**src/rtl/ex_operand_stage.sv**
```systemverilog
// ID/EX pipeline register plus EX operand network: forwarding, operand muxes, load-use detect.
// Optional macro XGRISCV_FWD_EN enables forwarding, capture/stall bypass and lu_stall.
module ex_operand_stage #(
  parameter int unsigned XLEN = 32
) (
  input  logic            clk,
  input  logic            rstn,
  input  logic            stall,
  input  logic            flush,
  input  logic            id_valid,
  input  logic [XLEN-1:0] id_pc,
  input  logic [XLEN-1:0] id_imm,
  input  logic [XLEN-1:0] id_rd1,
  input  logic [XLEN-1:0] id_rd2,
  input  logic [4:0]      id_rs1,
  input  logic [4:0]      id_rs2,
  input  logic [4:0]      id_rd,
  input  logic [1:0]      id_alusrca,
  input  logic            id_alusrcb,
  input  logic [3:0]      id_aluctrl,
  input  logic            id_regwrite,
  input  logic            id_memwrite,
  input  logic            id_memtoreg,
  input  logic            exmem_regwrite,
  input  logic [4:0]      exmem_rd,
  input  logic [XLEN-1:0] exmem_aluout,
  input  logic            memwb_regwrite,
  input  logic [4:0]      memwb_rd,
  input  logic [XLEN-1:0] memwb_wdata,
  output logic            ex_valid,
  output logic [XLEN-1:0] ex_a,
  output logic [XLEN-1:0] ex_b,
  output logic [4:0]      ex_shamt,
  output logic [3:0]      ex_aluctrl,
  output logic [XLEN-1:0] ex_wdata,
  output logic [XLEN-1:0] ex_pc,
  output logic [XLEN-1:0] ex_imm,
  output logic [4:0]      ex_rd,
  output logic            ex_regwrite,
  output logic            ex_memwrite,
  output logic            ex_memtoreg,
  output logic            lu_stall
);

  localparam int unsigned RW = 5;

  logic [XLEN-1:0] rd1_q, rd2_q;
  logic [RW-1:0]   rs1_q, rs2_q;
  logic [1:0]      alusrca_q;
  logic            alusrcb_q;

  logic [XLEN-1:0] load_rd1, load_rd2, hold_rd1, hold_rd2;
  logic [XLEN-1:0] fwd_rs1, fwd_rs2;

`ifdef XGRISCV_FWD_EN
  // MEM/WB bypass into the captured/held register-file data (no write-through in the RF)
  always_comb begin
    load_rd1 = id_rd1;
    load_rd2 = id_rd2;
    hold_rd1 = rd1_q;
    hold_rd2 = rd2_q;
    if (memwb_regwrite && (memwb_rd != '0) && (memwb_rd == id_rs1)) load_rd1 = memwb_wdata;
    if (memwb_regwrite && (memwb_rd != '0) && (memwb_rd == id_rs2)) load_rd2 = memwb_wdata;
    if (memwb_regwrite && (memwb_rd != '0) && (memwb_rd == rs1_q))  hold_rd1 = memwb_wdata;
    if (memwb_regwrite && (memwb_rd != '0) && (memwb_rd == rs2_q))  hold_rd2 = memwb_wdata;
  end

  // EX/MEM beats MEM/WB; x0 never forwards
  always_comb begin
    fwd_rs1 = rd1_q;
    fwd_rs2 = rd2_q;
    if (rs1_q != '0) begin
      if (exmem_regwrite && (exmem_rd == rs1_q))      fwd_rs1 = exmem_aluout;
      else if (memwb_regwrite && (memwb_rd == rs1_q)) fwd_rs1 = memwb_wdata;
    end
    if (rs2_q != '0) begin
      if (exmem_regwrite && (exmem_rd == rs2_q))      fwd_rs2 = exmem_aluout;
      else if (memwb_regwrite && (memwb_rd == rs2_q)) fwd_rs2 = memwb_wdata;
    end
  end

  assign lu_stall = ex_valid & ex_memtoreg & (ex_rd != '0) &
                    ((ex_rd == id_rs1) | (ex_rd == id_rs2));
`else
  assign load_rd1 = id_rd1;
  assign load_rd2 = id_rd2;
  assign hold_rd1 = rd1_q;
  assign hold_rd2 = rd2_q;
  assign fwd_rs1  = rd1_q;
  assign fwd_rs2  = rd2_q;
  assign lu_stall = 1'b0;

  logic unused_fwd;
  assign unused_fwd = ^{exmem_regwrite, exmem_rd, exmem_aluout,
                        memwb_regwrite, memwb_rd, memwb_wdata, rs1_q, rs2_q};
`endif

  // ID/EX register: reset > flush > stall > load
  always_ff @(posedge clk) begin
    if (!rstn || flush) begin
      ex_valid    <= 1'b0;
      ex_pc       <= '0;
      ex_imm      <= '0;
      rd1_q       <= '0;
      rd2_q       <= '0;
      rs1_q       <= '0;
      rs2_q       <= '0;
      ex_rd       <= '0;
      alusrca_q   <= '0;
      alusrcb_q   <= 1'b0;
      ex_aluctrl  <= '0;
      ex_regwrite <= 1'b0;
      ex_memwrite <= 1'b0;
      ex_memtoreg <= 1'b0;
    end else if (stall) begin
      rd1_q <= hold_rd1;
      rd2_q <= hold_rd2;
    end else begin
      ex_valid    <= id_valid;
      ex_pc       <= id_pc;
      ex_imm      <= id_imm;
      rd1_q       <= load_rd1;
      rd2_q       <= load_rd2;
      rs1_q       <= id_rs1;
      rs2_q       <= id_rs2;
      ex_rd       <= id_rd;
      alusrca_q   <= id_alusrca;
      alusrcb_q   <= id_alusrcb;
      ex_aluctrl  <= id_aluctrl;
      ex_regwrite <= id_regwrite;
      ex_memwrite <= id_memwrite;
      ex_memtoreg <= id_memtoreg;
    end
  end

  // Operand select
  always_comb begin
    case (alusrca_q)
      2'b00:   ex_a = fwd_rs1;
      2'b01:   ex_a = ex_pc;
      default: ex_a = '0;
    endcase
  end

  assign ex_b     = alusrcb_q ? ex_imm : fwd_rs2;
  assign ex_wdata = fwd_rs2;
  assign ex_shamt = ex_imm[RW-1:0];

endmodule

```
**config.mk**
```make
export PLATFORM = sky130hd
export DESIGN_NAME = ex_operand_stage
export DESIGN_NICKNAME = d
export VERILOG_FILES = /design/src/rtl/ex_operand_stage.sv
export SDC_FILE = /design/constraint.sdc
export NUM_CORES = 1
export LEC_CHECK = 0
export CORE_AREA = 8 8 153 155
export CTS_CLUSTER_SIZE = 30
export DETAILED_ROUTE_END_ITERATION = 16
export DIE_AREA = 0 0 161 163
export GPL_TIMING_DRIVEN = 0
export PLACE_DENSITY = 0.68
export SLEW_MARGIN = 20
export SYNTH_ARGS = -nofsm -noshare
export SYNTH_HDL_FRONTEND = slang
export SYNTH_SLANG_ARGS = --single-unit
```
**constraint.sdc**
```tcl
create_clock -name clk -period 1.35 [get_ports clk]
set_input_delay 0.135 -clock clk [delete_from_list [all_inputs] [get_ports clk]]
set_output_delay 0.135 -clock clk [all_outputs]
set_load 0.01 [all_outputs]
```
==> run metrics, run 1 <==
run status=finished with violations; failing checks=negative setup slack; CTS Buf Count=17; n_diodes=0; Hold WC Path Type=input pin to flip-flop; Worst path max stage delay=0.39 ns; Max-Cap Viols=0; Post-Syn Area=6040 um2; Top FF cell, synth=dfxtp_1; Setup WS pre-CTS=-0.504 ns; Lkg Pwr=between 5 and 6 nW; Finished Layout Cells=1,227; GRT Util Overall=16.9%; fin crit share=120%; final worst-path setup slack=-0.275 ns; largest net degree at the start of global routing=17; post-synthesis adder-cell area fraction=0%; WP data arrival=1.49 ns; P&R area growth vs syn=74.6%; Port Buffers=324; Die X=~160 um; total wire length=22.9 mm; Seq/Total Area, Yosys=47.8%; root buf cell=clkbuf_16; vias in the first global route=between 5,000 and 6,000; f_max=615 MHz; Worst VDD drop=891 uV; Mapped Cells=between 500 and 600; mux cell area share after synthesis=a little over a third; FP Rows=53; CTS hold repair buffers=0; first-pass GRT wire length=34.2 mm; Clock transition at path regs=0.07 ns; CP Capture Type=output pin; Initial Util=29.0%; Synth Area in Compound Gates=0%; Hold Fails Final Rpt=0; gr ovfl total=0; ys async rst share=0%; Final #Nets=1,173; Synth cell types=10; area leader, netlist=dfxtp_1; Final ANT Viol Nets=0; drt pass-1 iters=4; Buf/Inv on CP=3; Post-DP HPWL=17.2 mm; Synth Area in XOR/XNOR=0%; # clock sinks=144; #FFs+latches synth=144; path type of the worst setup path=flip-flop to output pin; Hold Path Stages=3; Finish-stage setup viols=64; Vias/cell=about 4.4; Mapped Nets=814; DIE HEIGHT=around 160 um; Top delay family on crit path=flip-flops; DR WL/cell=18.6 um; IO Count=around 410; htree depth=4; Post-synth EDFFs=0; gpl congestion=0.781; Clock Latency Late Sink=0.40 ns; R2R cell count=5; Layout Utilization=50.6%; Avg Inst Size Synth=10.4 um2; PwrDens=about 1100 nW/um2; crit-path cells=buf_12, buf_8, mux2_4, buf_6; Final min period=between 1.5 and 2 ns; CTS tree=built; RSZ-0062 raised after global routing=true; Residual DRC=0; synth top area cells=dfxtp_1 (48%), mux2i_1 (29%), nor2_1 (11%), mux2_2 (6.0%), buf_6 (2.4%); Slowest-stage cell, CP=dfxtp_4; skew final=0 ns; worst path required time=1.22 ns; Max Buffers Root-to-Sink=2; largest family of logic cells by synthesized area=multiplexers; via count=roughly 5,400; crit-path max FO=5; initial antenna violation count=0; DP Area=9620 um2; placed cell count=1,179; total core area=about 21,000 um2; yosys synthesis warning count=0; layout cells sized above 1=a little over a fifth; Post-synth top cells=mux2i_1 (176), nor2_1 (176), dfxtp_1 (144); design area=10,500 um2; Startpoint Class=flip-flop; Die Area=26,200 um2; Critical Path Stages=4; Max Slew Vio Count=0; Initial DRC Count=190; area fraction of the dominant cell type after synthesis=47.8%; post-synthesis simple-gate area fraction=between 10 and 15%
-- through the flow --
step | setup TNS (ns) | power (mW) | hold WS [ns]
floorplan | 0 | 5.27 | 0.279
global placement | -84.38 | 6.22 | 0.475
detailed placement | -85.46 | 6.23 | 0.482
CTS | -19.91 | 11.5 | 0.303
global route | -19.09 | 11.8 | 0.299
finish | -14.73 | 11.4 | 0.311
-- final timing paths --
| check | startpoint | end | slack, ns |
|---|---|---|---|
| hold / removal | id_rd1[5] | fwd_rs1[5] | 0.31 |
| setup / recovery | alusrcb_q | ex_b[10] | -0.28 |
| setup reg to reg | alusrcb_q | alusrcb_q | 0.31 |
| hold reg to reg | ex_rd[0] | ex_rd[0] | 0.49 |
-- what timing repair did --
item | 4_1_cts | 5_1_grt
resized for setup | 487 | 24
endpoints found under the hold margin | 0 | 0
pin swaps | 2 | 6
endpoints found under the setup margin | 248 | 73
setup buffers | 12 | 4
gates cloned | 6 | 0
-- per-layer routing --
layer	vias to the layer above	share of wire, %	global-route usage [%]
met5	-	0	0
met4	0	0.94	3.87
met3	10	8.4	7.05
met2	207	49	29.2
met1	2489	42	19.2
li1	2645	-	-
-- cell type report --
type	count	area, um2
Buffer	46	427
Clock buffer	19	453
Multi-Input combinational cell	386	2920
Tap cell	275	344
Sequential cell	144	2900
Timing Repair Buffer	344	3300
Clock inverter	13	198
Fill cell	1941	10300
-- cells by family (layout without fill, tap and decap cells) --
| kind of cell | Yosys count | count (layout) |
|---|---|---|
| multiplexers | 208 | 208 |
| other | 1 | 1 |
| AND/OR/NAND/NOR | 177 | 177 |
| buffers and inverters | 50 | 422 |
| flip-flops | 144 | 144 |
-- registers in the layout, summed over array words and instances (netlist names) --
signal	flops
fwd_rs1	32
ex_regwrite	1
ex_rd	5
ex_memtoreg	1
alusrcb_q	1
ex_pc	32
ex_imm	32
ex_memwrite	1
ex_aluctrl	4
alusrca_q	2
ex_wdata	32
ex_valid	1
-- tightest hold or removal path: cells and delay by family --
kind                   cells  cell delay [ns]
and+or+nand+nor            1             0.05
muxes                      1             0.12
buffers and inverters      1             0.39
-- power breakdown --
part           leakage (nW)  internal [mW]  switching [mW]  total [mW]
logic                  3.62          0.985           0.650        1.63
registers              1.18           4.39           0.106        4.49
clock network         0.309           3.24            2.01        5.24
total                  5.11           8.61            2.76        11.4
-- cell usage in the layout, fill, tap and decap left out --
cell type        count
mux2i_1            175
mux2i_2              1
buf_4               19
clkdlybuf4s15_1      2
buf_16               4
conb_1               1
mux2_4              32
clkbuf_2             5
clkbuf_4             2
buf_8                5
clkbuf_8             3
buf_1                1
bufinv_16            4
clkinvlp_4           3
inv_8                1
clkinv_4             1
dfxtp_1            135
nor2_1             176
nand2b_1             1
clkdlybuf4s50_1    146
clkbuf_1             2
dfxtp_4              3
dlygate4sd2_1      112
buf_12               6
dfxtp_2              6
buf_2               33
inv_6                4
buf_6               52
clkbuf_16           17
No activity file was read; power rests on OpenSTA's default activity.
==> inputs of run 2 (changes only) <==
--- a/config.mk
+++ b/config.mk
@@ -5,6 +5,7 @@
 export SDC_FILE = /design/constraint.sdc
 export NUM_CORES = 1
 export LEC_CHECK = 0
+export CAP_MARGIN = 20
 export CORE_AREA = 8 8 153 155
 export CTS_CLUSTER_SIZE = 30
 export DETAILED_ROUTE_END_ITERATION = 16
==> results of run 2 <==
Same layout as run 1: the final DEF is identical, and so are final timing and power.
